<file path="config.mk">
export PLATFORM = sky130hd
export DESIGN_NAME = snake_body_ctrl
export DESIGN_NICKNAME = d
export VERILOG_FILES = /design/src/rtl/snake_body_ctrl.sv
export SDC_FILE = /design/constraint.sdc
export NUM_CORES = 2
export LEC_CHECK = 0
export ABC_CLOCK_PERIOD_IN_PS = 10300
export BUFFER_PORTS_ARGS = -buffer_cell sky130_fd_sc_hd__buf_2
export CORE_MARGIN = 5
export CORE_UTILIZATION = 35
export DETAILED_ROUTE_END_ITERATION = 8
export PLACE_DENSITY_LB_ADDON = 0.12
export SLEW_MARGIN = 15
export SYNTH_ARGS = -nofsm -noshare
export SYNTH_HDL_FRONTEND = slang
export SYNTH_SLANG_ARGS = --single-unit
</file>
<file path="constraint.sdc">
create_clock -name clk -period 10.3 [get_ports clk]
set_input_delay 0.515 -clock clk [delete_from_list [all_inputs] [get_ports clk]]
set_output_delay 0.515 -clock clk [all_outputs]
set_load 0.03 [all_outputs]
</file>
<file path="src/rtl/snake_body_ctrl.sv">
// snake_body_ctrl: steps the snake head, keeps the body in a ring buffer,
// detects wall/self collisions and streams draw/erase pixels to the plotter.
module snake_body_ctrl #(
  parameter int         STEP    = 4,
  parameter int         X_LIM   = 160,
  parameter int         Y_LIM   = 120,
  parameter int         START_X = 80,
  parameter int         START_Y = 60,
  parameter int         DEPTH   = 256,
  parameter logic [2:0] COLOUR  = 3'b110
) (
  input  logic        clk,
  input  logic        rst,
  input  logic        tick,
  input  logic [3:0]  dirControl,
  input  logic [10:0] grow,
  output logic [7:0]  h_x,
  output logic [6:0]  h_y,
  output logic [7:0]  pix_x,
  output logic [6:0]  pix_y,
  output logic [2:0]  pix_colour,
  output logic        pix_valid,
  input  logic        pix_ready,
  output logic        busy,
  output logic        dead
);
  localparam int AW = $clog2(DEPTH);
  localparam int LW = AW + 1;

  typedef enum logic [2:0] {S_INIT, S_DRAW, S_IDLE, S_MOVE, S_SCAN, S_ERASE, S_DEAD} state_t;
  typedef enum logic [1:0] {D_RIGHT, D_LEFT, D_DOWN, D_UP} dir_t;

  state_t          state, state_nxt;
  dir_t            dir, dir_req;
  logic            dir_ok;
  logic [AW-1:0]   wr_ptr, rd_ptr, scan_addr;
  logic [LW-1:0]   len, scan_left;
  logic            pop, pop_c, commit_pend, cmp_valid, hit, match;
  logic [7:0]      nx_r;
  logic [6:0]      ny_r;
  logic [8:0]      nx_c;
  logic [7:0]      ny_c;
  logic            wall;
  logic [1:0]      k, kn;
  logic            pix_done;
  logic [7:0]      base_x;
  logic [6:0]      base_y;
  logic [2:0]      base_col;
  logic [14:0]     mem [DEPTH];
  logic [14:0]     rd_data, mem_wd;
  logic [AW-1:0]   mem_wa, mem_ra;
  logic            mem_we;

  assign busy     = (state != S_IDLE) && (state != S_DEAD);
  assign dead     = (state == S_DEAD);
  assign kn       = k + 2'd1;
  assign pix_done = pix_valid && pix_ready && (k == 2'd3);
  assign match    = cmp_valid && (rd_data == {nx_r, ny_r});
  assign pop_c    = (11'(len) >= grow) || (len >= LW'(DEPTH - 2));

  // Decode the requested direction; only a single-hot, non-reversing request is taken
  always_comb begin
    dir_req = D_RIGHT;
    if (dirControl[3])      dir_req = D_UP;
    else if (dirControl[2]) dir_req = D_DOWN;
    else if (dirControl[1]) dir_req = D_LEFT;
    dir_ok = $onehot(dirControl) && (dir_req != dir_t'(dir ^ 2'b01));
  end

  // Candidate head one step ahead; the extra MSB acts as the sign for underflow past 0
  always_comb begin
    nx_c = {1'b0, h_x};
    ny_c = {1'b0, h_y};
    case (dir)
      D_RIGHT: nx_c = {1'b0, h_x} + 9'(STEP);
      D_LEFT:  nx_c = {1'b0, h_x} - 9'(STEP);
      D_DOWN:  ny_c = {1'b0, h_y} + 8'(STEP);
      D_UP:    ny_c = {1'b0, h_y} - 8'(STEP);
      default: ;
    endcase
    wall = nx_c[8] || (nx_c[7:0] > 8'(X_LIM - STEP)) ||
           ny_c[7] || (ny_c[6:0] > 7'(Y_LIM - STEP));
  end

  // Pixel source: new head while drawing, the tail cell read from the buffer while erasing
  always_comb begin
    base_x   = nx_r;
    base_y   = ny_r;
    base_col = COLOUR;
    if (state == S_ERASE) begin
      base_x   = rd_data[14:7];
      base_y   = rd_data[6:0];
      base_col = 3'b000;
    end
  end

  // Buffer ports: INIT seeds slot 0, DRAW appends the head; reads follow the scan or the tail
  always_comb begin
    mem_we = 1'b0;
    mem_wa = wr_ptr;
    mem_wd = {nx_r, ny_r};
    mem_ra = rd_ptr;
    if (state == S_INIT) begin
      mem_we = 1'b1;
      mem_wa = '0;
      mem_wd = {8'(START_X), 7'(START_Y)};
    end else if (state == S_DRAW && commit_pend) begin
      mem_we = 1'b1;
    end
    if (state == S_SCAN) mem_ra = scan_addr;
  end

  // Body storage with a registered read port; contents are deliberately not reset
  always_ff @(posedge clk) begin
    if (mem_we) mem[mem_wa] <= mem_wd;
    rd_data <= mem[mem_ra];
  end

  // State register
  always_ff @(posedge clk or negedge rst) begin
    if (!rst) state <= S_INIT;
    else      state <= state_nxt;
  end

  // Next-state logic
  always_comb begin
    state_nxt = state;
    case (state)
      S_INIT:  state_nxt = S_DRAW;
      S_DRAW:  if (pix_done) state_nxt = pop ? S_ERASE : S_IDLE;
      S_IDLE:  if (tick) state_nxt = S_MOVE;
      S_MOVE:  state_nxt = wall ? S_DEAD : S_SCAN;
      S_SCAN:  if (scan_left == '0) state_nxt = (hit || match) ? S_DEAD : S_DRAW;
      S_ERASE: if (pix_done) state_nxt = S_IDLE;
      S_DEAD:  state_nxt = S_DEAD;
      default: state_nxt = S_INIT;
    endcase
  end

  // Datapath: direction latch, move/scan bookkeeping, head commit and pixel handshake
  always_ff @(posedge clk or negedge rst) begin
    if (!rst) begin
      h_x         <= 8'(START_X);
      h_y         <= 7'(START_Y);
      dir         <= D_RIGHT;
      wr_ptr      <= '0;
      rd_ptr      <= '0;
      len         <= LW'(1);
      nx_r        <= 8'(START_X);
      ny_r        <= 7'(START_Y);
      pop         <= 1'b0;
      commit_pend <= 1'b0;
      scan_addr   <= '0;
      scan_left   <= '0;
      cmp_valid   <= 1'b0;
      hit         <= 1'b0;
      k           <= 2'd0;
      pix_x       <= '0;
      pix_y       <= '0;
      pix_colour  <= '0;
      pix_valid   <= 1'b0;
    end else begin
      case (state)
        S_INIT: begin
          wr_ptr      <= AW'(1);
          len         <= LW'(1);
          nx_r        <= 8'(START_X);
          ny_r        <= 7'(START_Y);
          pop         <= 1'b0;
          commit_pend <= 1'b0;
        end
        S_IDLE: if (tick && dir_ok) dir <= dir_req;
        S_MOVE: begin
          nx_r        <= nx_c[7:0];
          ny_r        <= ny_c[6:0];
          pop         <= pop_c;
          scan_addr   <= rd_ptr + AW'(pop_c);
          scan_left   <= len - LW'(pop_c);
          cmp_valid   <= 1'b0;
          hit         <= 1'b0;
          commit_pend <= 1'b1;
        end
        S_SCAN: begin
          if (match) hit <= 1'b1;
          if (scan_left != '0) begin
            scan_addr <= scan_addr + AW'(1);
            scan_left <= scan_left - LW'(1);
            cmp_valid <= 1'b1;
          end else begin
            cmp_valid <= 1'b0;
          end
        end
        default: ;
      endcase

      if (state == S_DRAW && commit_pend) begin
        h_x         <= nx_r;
        h_y         <= ny_r;
        wr_ptr      <= wr_ptr + AW'(1);
        len         <= len + LW'(1);
        commit_pend <= 1'b0;
      end

      if (state == S_DRAW || state == S_ERASE) begin
        if (!pix_valid) begin
          pix_x      <= base_x;
          pix_y      <= base_y;
          pix_colour <= base_col;
          pix_valid  <= 1'b1;
          k          <= 2'd0;
        end else if (pix_ready) begin
          if (k == 2'd3) begin
            pix_valid <= 1'b0;
            k         <= 2'd0;
            if (state == S_ERASE) begin
              rd_ptr <= rd_ptr + AW'(1);
              len    <= len - LW'(1);
            end
          end else begin
            k     <= kn;
            pix_x <= base_x + {7'd0, kn[0]};
            pix_y <= base_y + {6'd0, kn[1]};
          end
        end
      end
    end
  end
endmodule

</file>
==> flow_metrics.env <==
export IMPL_status="finished clean"
export IMPL_rows=247
export IMPL_cts_num_sinks=3955
export IMPL_gr_usage_all_layers_pct=26.85
export IMPL_yosys_warnings=0
export IMPL_worstMarginPinSlew_ns=1.467
export IMPL_drv_cap=0
export IMPL_clk_insertion_delay_late_ns=1.02
export IMPL_yosysMostFrequentCell="edfxtp_1"
export IMPL_syn_to_final_growth_pct=14.94
export IMPL_critical_path_top_delay_family="simple AND/OR/NAND/NOR gates"
export IMPL_cts_tree="built"
export IMPL_grt_pass1_vias=98830
export IMPL_die_w_um=683.0
export IMPL_core_mm2=0.4518
export IMPL_dp_cells=17540
export IMPL_finalSetupViolations=0
export IMPL_critPathMaxStageDelay_ns=1.08
export IMPL_path_clk_slew_ns=0.06
export IMPL_synth_fp_nets=11810
export IMPL_grt_ovfl_total=0
export IMPL_clock_path_buffers=4
export IMPL_drive_above_1_share_pct=12.58
export IMPL_io_buffers=53
export IMPL_vias=107000
export IMPL_synthArstFlopShare_pct=2.528
export IMPL_yosys_top_cells_area="edfxtp_1 (73%), nand2_1 (7.2%), nand3_1 (3.2%)"
export IMPL_worst_setup_path_type="reg -> reg"
export IMPL_antenna_found_initial=55
export IMPL_drtPass1Iterations=7
export IMPL_first_iter_violations=14180
export IMPL_root_buffer="clkbuf_16"
export IMPL_synth_area_per_cell_um2=13.48
export IMPL_crit_chain="or3b_4, buf_4, a21o_4, buf_4, buf_4, buf_12, nand3_1, and3_1, a21boi_0, o21ai_0, nor4b_1, nand4_1"
export IMPL_gp_congestion=0.9286
export IMPL_skew_ns=0.06242
export IMPL_peakVddDrop_mv=0.1597
export IMPL_start_kind="flip-flop"
export IMPL_timing_slew_headroom_pct=2.200
export IMPL_final_instance_count_excl_fill=18390
export IMPL_yosysSeqAreaShare_pct=74.51
export IMPL_yosys_top_cells_count="edfxtp_1 (3840), nand2_1 (3043), nand3_1 (1009), a21oi_1 (622), buf_2 (445)"
export IMPL_numCtsBuffers=431
export IMPL_synth_top_area_share_pct=72.73
export IMPL_cts_resized=0
export IMPL_wire_per_inst_um=34.97
export IMPL_drt_antenna_violating_nets=0
export IMPL_final_nets=12060
export IMPL_cp_common_cell="buf_4"
export IMPL_hpwl_um=395600
export IMPL_grt_pass1_wl_um=868200
export IMPL_min_period_ns=6.912
export IMPL_final_period_utilization_pct=67.10
export IMPL_critical_path_slowest_cell="nor4b_1"
export IMPL_rsz0062_at_grt="false"
export IMPL_fp_dieArea_mm2=0.4665
export IMPL_synth_cells=11760
export IMPL_cp_end_kind="flip-flop"
export IMPL_synth_seq_cells=3955
export IMPL_required_ns=11.11
export IMPL_critPathArrivalTime_ns=7.72
export IMPL_yosysUniqueCellTypes=87
export IMPL_ys_flop_type="edfxtp_1"
export IMPL_slew_violations=0
export IMPL_routed_via_density=5.816
export IMPL_grt_max_degree=170
export IMPL_die_h_um=683.0
export IMPL_hold_violations=0
export IMPL_synth_edf_count=3840
export IMPL_critPathBufInv=4
export IMPL_syn_cell_area_mm2=0.1585
export IMPL_io_pins=55
export IMPL_fin_setup_tns_ns=0
export IMPL_drc=0
export IMPL_holdCritPathClass="in -> reg"
export IMPL_leakage_nw=59.17
export IMPL_start_util_pct=35.09
export IMPL_timing_fmax_mhz=144.7
export IMPL_htreeDepth=5
export IMPL_yosysTopAreaCell="edfxtp_1"
export IMPL_p_per_area_mw_per_mm2=241.0
export IMPL_drt_total_wl_um=643000
export IMPL_cp_max_fo=103
power breakdown:
part           internal (W)  switching [W]  leakage [nW]  total, W
Clock               0.00868        0.00661          6.70    0.0153
Sequential           0.0187       0.000402          34.0    0.0191
Combinational       0.00213        0.00734          18.5   0.00948
Total                0.0296         0.0144          59.2    0.0439
layout make-up:
class | instances | area [µm²]
fill | 41880 | 269600
inverter | 38 | 142.6
multi-input combinational | 6989 | 37840
timing repair buffer | 589 | 4781
tap | 5976 | 7477
antenna | 50 | 125.1
sequential | 3955 | 118100
clock buffer | 524 | 11240
clock inverter | 268 | 2481
stage by stage:
| step | setup WS, ns | hold slack (ns) | util, % | instance area, µm² | total power (W) |
|---|---|---|---|---|---|
| after global placement | 2.961 | 0.4657 | 37.17 | 167900 | 0.02872 |
| after CTS | 3.389 | 0.03481 | 40.29 | 182100 | 0.04402 |
| final | 3.388 | 0.1189 | 40.33 | 182200 | 0.04392 |
| after floorplan | 4.830 | 0.2194 | - | 158500 | 0.02442 |
| after global routing | 3.273 | 0.1322 | 40.32 | 182200 | 0.04526 |
| after detailed placement | 3.404 | 0.4744 | 37.23 | 168200 | 0.02883 |
final timing paths:
path	from	to	slack, ns	cells past startpoint
min in group asynchronous	rst	len[0]$_DFF_PN1_	0.60	3
worst min register to register	pix_y[3]$_DFFE_PN0P_	pix_y[3]$_DFFE_PN0P_	0.48	2
max in group asynchronous	rst	rd_ptr[1]$_DFFE_PN0P_	8.63	4
worst min-delay path	grow[9]	pop$_DFFE_PN0P_	0.12	4
worst max register to register	state[0]$_DFFE_PN0P_	rd_data[6]$_DFF_P_	3.39	12
worst max-delay path	state[0]$_DFFE_PN0P_	rd_data[6]$_DFF_P_	3.39	12
routing by layer:
| layer | share of wire (%) | track usage [%] | vias up | routed length (µm) |
|---|---|---|---|---|
| met2 | 45 | 41.00 | 5505 | 286200 |
| met1 | 41 | 37.43 | 56010 | 264900 |
| met4 | 4.7 | 10.51 | 12 | 30450 |
| met3 | 9.5 | 5.854 | 970 | 61410 |
| met5 | 0.012 | 0 | - | 77 |
| li1 | - | - | 44460 | - |
registers in the layout, summed over array words and instances (netlist names), 9 cells and up:
| name | count |
|---|---|
| mem | 3840 |
| len | 9 |
| scan_left | 9 |
| rd_data | 15 |
cell usage in the layout, fill, tap and decap left out, drive strengths merged, types with 107 or more instances in the layout:
cell	synthesis	layout
clkbuf	192	524
and3	158	158
nand2	3043	3043
nor2	404	404
buf	583	579
a21oi	625	625
clkinv	0	208
a22oi	173	173
mux2i	211	211
o21ai	161	161
nand3	1009	1009
nand4	107	107
edfxtp	3840	3840
a31oi	218	218
what timing repair did:
item,4_1_cts,5_1_grt
endpoints found under the hold margin,36,0
buffers inserted,0,0
hold buffers,11,0
worst reg2reg max path: cells and delay by family, from the launching register on:
kind            cells  cell delay, ns
simple gates        5            2.38
buf+inv             4            2.10
compound gates      3            1.57
flops               1            0.70
kinds of logic after synthesis:
kind of cell    synth area share [%]
simple gates                   13.17
compound gates                 6.903
fa+ha+maj                     0.2778
xor+xnor                      0.3259
flops                          74.51
buf+inv                        2.428
other cells                 0.002365
mux                            2.383
Note: power is estimated with default switching activity, not from simulation.
